===== src/rtl/spi_cfg_pkg.sv =====
// Shared frame layout, FSM state encoding and helpers for the SPI configuration target.
package spi_cfg_pkg;

  localparam int FRAME_W     = 24;
  localparam int RW_BIT      = 23;
  localparam int ADDR_MSB    = 22;
  localparam int ADDR_LSB    = 8;
  localparam int DATA_W      = 8;
  localparam int HDR_W       = FRAME_W - DATA_W;
  localparam int FRM_ADDR_W  = ADDR_MSB - ADDR_LSB + 1;
  localparam int CNT_W       = 5;

  typedef enum logic [2:0] {
    IDLE,
    ADDR,
    DATA,
    FULL,
    OVER,
    COMMIT
  } state_t;

  // True when a 15-bit frame address falls inside a 2**aw entry register file.
  function automatic logic addr_ok(input logic [FRM_ADDR_W-1:0] addr, input int aw);
    return (addr >> aw) == '0;
  endfunction

endpackage


===== src/rtl/spi_sync_edge.sv =====
// Two-flop synchroniser for an asynchronous pin with single-cycle rise/fall pulses.
module spi_sync_edge (
  input  logic clk,
  input  logic rst,
  input  logic din,
  output logic rise,
  output logic fall
);

  logic meta, sync, prev;

  // Resetting to 0 means a pin held low through reset never produces a fall pulse.
  always_ff @(posedge clk or posedge rst) begin
    if (rst) begin
      meta <= 1'b0;
      sync <= 1'b0;
      prev <= 1'b0;
    end else begin
      meta <= din;
      sync <= meta;
      prev <= sync;
    end
  end

  assign rise = sync & ~prev;
  assign fall = ~sync & prev;

endmodule


===== src/rtl/spi_cfg_target.sv =====
// SPI mode-0 target for 24-bit {R/nW, ADDR[14:0], DATA[7:0]} configuration frames.
// Define SPI_CFG_RDBACK_EN to shift register contents out on miso for read frames.
module spi_cfg_target
  import spi_cfg_pkg::*;
#(
  parameter int         ADDR_W  = 4,
  parameter logic [7:0] RST_VAL = 8'h00
) (
  input  logic              clk,
  input  logic              rst,
  input  logic              sck,
  input  logic              cs,
  input  logic              mosi,
  output logic              miso,
  output logic              miso_oe,
  output logic              wr_stb,
  output logic [ADDR_W-1:0] wr_addr,
  output logic [7:0]        wr_data,
  output logic              frame_err,
  input  logic [ADDR_W-1:0] rd_addr,
  output logic [7:0]        rd_data
);

  localparam int DEPTH = 2**ADDR_W;

  logic               sck_rise, sck_fall, cs_rise, cs_fall;
  logic               mosi_meta, mosi_s;
  state_t             state;
  logic [CNT_W-1:0]   count;
  logic [FRAME_W-1:0] shreg, shreg_nxt;
  logic [DATA_W-1:0]  regs [DEPTH];
  logic               frame_ok, frame_wr;

  spi_sync_edge u_sck (.clk(clk), .rst(rst), .din(sck), .rise(sck_rise), .fall(sck_fall));
  spi_sync_edge u_cs  (.clk(clk), .rst(rst), .din(cs),  .rise(cs_rise),  .fall(cs_fall));

  // mosi shares the sck synchroniser depth so both arrive aligned.
  always_ff @(posedge clk or posedge rst) begin
    if (rst) begin
      mosi_meta <= 1'b0;
      mosi_s    <= 1'b0;
    end else begin
      mosi_meta <= mosi;
      mosi_s    <= mosi_meta;
    end
  end

  assign shreg_nxt = {shreg[FRAME_W-2:0], mosi_s};
  assign frame_ok  = (count == CNT_W'(FRAME_W));
  assign frame_wr  = frame_ok && !shreg[RW_BIT] && addr_ok(shreg[ADDR_MSB:ADDR_LSB], ADDR_W);

  always_ff @(posedge clk or posedge rst) begin
    if (rst) begin
      state     <= IDLE;
      count     <= '0;
      shreg     <= '0;
      wr_stb    <= 1'b0;
      wr_addr   <= '0;
      wr_data   <= '0;
      frame_err <= 1'b0;
    end else begin
      wr_stb    <= 1'b0;
      frame_err <= 1'b0;
      if (cs_rise && state != IDLE && state != COMMIT) begin
        state <= COMMIT;
        if (frame_wr) begin
          wr_stb  <= 1'b1;
          wr_addr <= shreg[ADDR_LSB +: ADDR_W];
          wr_data <= shreg[DATA_W-1:0];
        end else if (!frame_ok) begin
          frame_err <= 1'b1;
        end
      end else begin
        case (state)
          IDLE, COMMIT: begin
            if (cs_fall) begin
              state <= ADDR;
              count <= '0;
            end else begin
              state <= IDLE;
            end
          end
          ADDR: if (sck_rise) begin
            shreg <= shreg_nxt;
            count <= count + 1'b1;
            if (count == CNT_W'(HDR_W - 1)) state <= DATA;
          end
          DATA: if (sck_rise) begin
            shreg <= shreg_nxt;
            count <= count + 1'b1;
            if (count == CNT_W'(FRAME_W - 1)) state <= FULL;
          end
          FULL: if (sck_rise) begin
            count <= count + 1'b1;
            state <= OVER;
          end
          default: ;
        endcase
      end
    end
  end

  // The array is written in the COMMIT cycle, one clock after the strobe is raised.
  always_ff @(posedge clk or posedge rst) begin
    if (rst) begin
      for (int i = 0; i < DEPTH; i++) regs[i] <= RST_VAL;
    end else if (state == COMMIT && wr_stb) begin
      regs[wr_addr] <= wr_data;
    end
  end

  assign rd_data = regs[rd_addr];

`ifdef SPI_CFG_RDBACK_EN
  logic [DATA_W-1:0] shreg_out, rb_lookup;
  logic              rd_act;

  assign rb_lookup = addr_ok(shreg_nxt[FRM_ADDR_W-1:0], ADDR_W) ?
                     regs[shreg_nxt[ADDR_W-1:0]] : '0;

  // The first sck fall of the data phase only enables the driver; later falls shift.
  always_ff @(posedge clk or posedge rst) begin
    if (rst) begin
      shreg_out <= '0;
      rd_act    <= 1'b0;
      miso_oe   <= 1'b0;
    end else if (cs_rise || state == IDLE || state == COMMIT) begin
      shreg_out <= '0;
      rd_act    <= 1'b0;
      miso_oe   <= 1'b0;
    end else if (state == ADDR && sck_rise && count == CNT_W'(HDR_W - 1)) begin
      if (shreg_nxt[HDR_W-1]) begin
        rd_act    <= 1'b1;
        shreg_out <= rb_lookup;
      end
    end else if (rd_act && sck_fall) begin
      if (count == CNT_W'(HDR_W)) miso_oe <= 1'b1;
      else shreg_out <= {shreg_out[DATA_W-2:0], 1'b0};
    end
  end

  assign miso = shreg_out[DATA_W-1];
`else
  logic unused_sck_fall;
  assign unused_sck_fall = sck_fall;
  assign miso    = 1'b0;
  assign miso_oe = 1'b0;
`endif

endmodule

===== config.mk =====
export PLATFORM = sky130hd
export DESIGN_NAME = spi_cfg_target
export DESIGN_NICKNAME = d
export VERILOG_FILES = /design/src/rtl/spi_cfg_pkg.sv /design/src/rtl/spi_sync_edge.sv /design/src/rtl/spi_cfg_target.sv
export SDC_FILE = /design/constraint.sdc
export NUM_CORES = 1
export LEC_CHECK = 0
export CAP_MARGIN = 20
export CELL_PAD_IN_SITES_DETAIL_PLACEMENT = 1
export CELL_PAD_IN_SITES_GLOBAL_PLACEMENT = 1
export CORE_MARGIN = 8
export CORE_UTILIZATION = 50
export DETAILED_ROUTE_END_ITERATION = 12
export PLACE_DENSITY_LB_ADDON = 0.15
export SYNTH_ARGS = -nofsm -noshare
export SYNTH_HDL_FRONTEND = slang
export SYNTH_SLANG_ARGS = --single-unit

===== constraint.sdc =====
create_clock -name clk -period 13.27 [get_ports clk]
set_clock_uncertainty 0.05 [all_clocks]
set_input_delay 1.327 -clock clk [delete_from_list [all_inputs] [get_ports clk]]
set_output_delay 1.327 -clock clk [all_outputs]
set_load 0.005 [all_outputs]

==> out/qor.csv <==
stage,metric,value,unit
placement,Final GP Congestion,0.755,
power,Leak,4.38,nW
worst_setup_path,WS Path Type,input pin to primary output,
yosys,Cells after Synth,530,
route,Vias/cell,5.81,
placement,Cells after DPL,753,
grt,largest net degree at the start of global routing,110,
timing,Setup TNS,0,ns
final_layout,Antenna Cells,0,
yosys,Yosys top cell by area,dfrtp_1,
clocking,H-tree depth,4,
clocking,clk_lat worst skew,0.43,ns
power,Max rail drop VDD,0.0000967,V
worst_hold_path,Worst Hold Depth,0,
yosys,synthesis-stage register bit count,182,
yosys,commonest cells in the netlist,"182 x dfrtp_1, 158 x mux2_2, 32 x mux4_2",
die,Initial Util,0.511,
timing,worst-margin pin slew,0.938,ns
worst_setup_path,maximum fanout along the worst path,8,
grt,first-pass GRT wire length,30600,um
die,Placeable Area,15800,sq um
route,met3 WL,628,um
clocking,clock root cell,clkbuf_16,
grt,GRT Util Overall,0.203,
yosys,Syn. warnings,0,
route,drt total wl,19100,um
timing,Final Cycle Share,0.367,
grt,antenna violations before repair,0,
die,Cell Rows,46,
worst_setup_path,worst reg2reg path depth,4,
route,met2 WL,10100,um
grt,vias in the first global route,5131,
route,post-route ant nets,0,
die,Die ar.,20500,sq um
final_layout,P&R area growth vs syn,14.4,%
route,DR top layer,met4,
timing,RSZ-0062 raised after global routing,false,
grt,GRT Residual Overflow,0,
worst_hold_path,Hold/Removal Path Class,register to register,
worst_setup_path,startpoint types,input pin,
die,Die Ht,143,um
worst_hold_path,HP Start,mosi_meta$_DFF_PP0_,
yosys,asr flop ratio synth,1.00,
route,routed via count,4569,
final_layout,Final #Nets,570,
clocking,Setup Buffers After CTS,0,
worst_setup_path,Critical Path RT,11.89,ns
final_layout,Layout Cells excl Fill,787,
clocking,post_cts resized,0,
clocking,# hold bufs at CTS,0,
power,PwrDens,133,nW/um^2
route,wire per inst,24.3,um
die,Die W,143,um
die,I/O pins,33,
clocking,TritonCTS clock tree,yes,
clocking,"CTS clk-pin slew, worst paths",0.06,ns
timing,final worst path period need,4.87,ns
worst_setup_path,FF-to-FF End,regs[64]$_DFFE_PP0P_,
clocking,# clock sinks,182,
timing,final setup vio count,0,
clocking,Num CTS Buffers,17,
flow_run,Max-cap violations,0,
worst_setup_path,Reg2Reg Setup Slack,10.83,ns
yosys,synth unique cells,45,
clocking,clk buf depth,2,
worst_setup_path,WP data arrival,3.49,ns
timing,Final Max Slew Viols,0,
placement,port bufs,30,
yosys,synth top area cells,"dfrtp_1 56%, mux2_2 22%, mux4_2 8.9%",
yosys,mapped cell area,8080,sq um
route,First-pass DRT Iterations,4,
yosys,top-count cell post-synth,dfrtp_1,
timing,Final Hold Fails,0,
worst_hold_path,Hold Path Sink,mosi_s$_DFF_PP0_,
status,status,finished clean,
timing,Worst Slack Setup Final,8.40,ns
yosys,syn avg cell area,15.3,sq um
yosys,share of the synthesized area in the top cell type,0.563,
final_layout,final core occ,0.584,
route,WL met1,8300,um
route,DRT iter0 DRCs,183,
timing,normalized max-slew margin,0.373,
placement,DP Worst Slack,8.42,ns
timing,Max Freq,0.205,GHz
final_layout,fraction of layout cells with a size suffix above 1,0.443,
placement,DP Wirelength,11800,um
yosys,Most used DFF post-synth,dfrtp_1,
route,DRC,0,
worst_setup_path,R2R Path Start,state[2]$_DFFE_PP0P_,
yosys,sequential area share after synthesis,0.563,
worst_setup_path,crit end category,primary output,
yosys,number of flops mapped to enable cells by yosys,0,
worst max-delay path, cell delays in order:
cell,delay (ns)
clkdlybuf4s50_1,0.52
nor2b_1,0.76
a22oi_1,0.19
nand2_1,0.17
clkdlybuf4s50_1,0.52
metrics by stage:
| step | power [mW] | hold slack [ns] | area [sq um] |
|---|---|---|---|
| 3_5_place_dp | 0.693 | 0.296 | 8570 |
| 2_1_floorplan | 0.667 | 0.281 | 8090 |
| 4_1_cts | 1.24 | 0.312 | 9210 |
| 3_3_place_gp | 0.687 | 0.284 | 8560 |
| 6_report | 1.23 | 0.310 | 9250 |
| 5_1_grt | 1.27 | 0.316 | 9250 |
sequential cells by signal, indices dropped and copies added, names as in the netlist:
signal,count
u_cs.prev,1
frame_err,1
u_sck.meta,1
u_cs.meta,1
state,3
u_sck.sync,1
count,5
u_cs.sync,1
u_sck.prev,1
regs,128
mosi_s,1
wr_data,8
wr_addr,4
mosi_meta,1
wr_stb,1
shreg,24
kinds of logic after synthesis:
family / share of synthesized area
muxes: 0.325
and+or+nand+nor: 0.0553
DFF: 0.563
buffers and inverters: 0.0232
xor gates and xnor gates: 0.00217
adders and majority gates: 0.00464
AOI/OAI and AO/OA: 0.0254
other: 0.000464
metal layers:
layer  up-vias  track usage
li1       2002            -
met1      2487        0.260
met2        68        0.339
met3        12       0.0471
met4         0       0.0543
met5         -            0
power by group:
part / switching (mW) / internal (mW) / leakage, nW
clock network: 0.223 / 0.323 / 0.302
registers: 0.0242 / 0.574 / 2.51
logic: 0.0479 / 0.0364 / 1.57
layout by cell type, fill, tap and decap left out, drive strengths merged:
cell / count
dfrtp: 182
mux2: 166
mux4: 32
clkdlybuf4s50: 29
nand2: 21
clkbuf: 19
a22oi: 16
nor2: 15
buf: 11
inv: 11
nand3: 7
nor4: 7
nor2b: 6
nand2b: 5
bufinv: 4
clkinv: 4
o21ai: 3
ha: 3
clkinvlp: 3
nor3: 3
nand4: 2
or4b: 2
a21oi: 2
o311ai: 2
conb: 2
nor3b: 1
mux2i: 1
nand3b: 1
and2: 1
and3: 1
xor2: 1
and4b: 1
xnor2: 1
o21bai: 1
or3: 1
o2bb2ai: 1
o22ai: 1
o2111ai: 1
a2111o: 1
worst max-delay path by stage:
stage / depth (start not counted) / slack [ns] / to / from
global placement: 5 / 8.45 / rd_data[0] / rd_addr[3]
finish: 5 / 8.40 / rd_data[0] / rd_addr[2]
floorplan: 1 / 6.95 / count[0]$_DFFE_PP0P_ / rst
CTS: 5 / 8.40 / rd_data[0] / rd_addr[2]
global route: 5 / 8.31 / rd_data[7] / rd_addr[3]
detailed placement: 5 / 8.42 / rd_data[0] / rd_addr[3]
final cells by class:
| cell class | count | area (sq um) |
|---|---|---|
| Tap cell | 216 | 270 |
| Sequential cell | 182 | 4550 |
| Multi-Input combinational cell | 308 | 3350 |
| Clock buffer | 19 | 443 |
| Inverter | 9 | 38.8 |
| Clock inverter | 13 | 198 |
| Fill cell | 1435 | 6580 |
| Timing Repair Buffer | 40 | 390 |
Power figures use the tool's default switching activity.
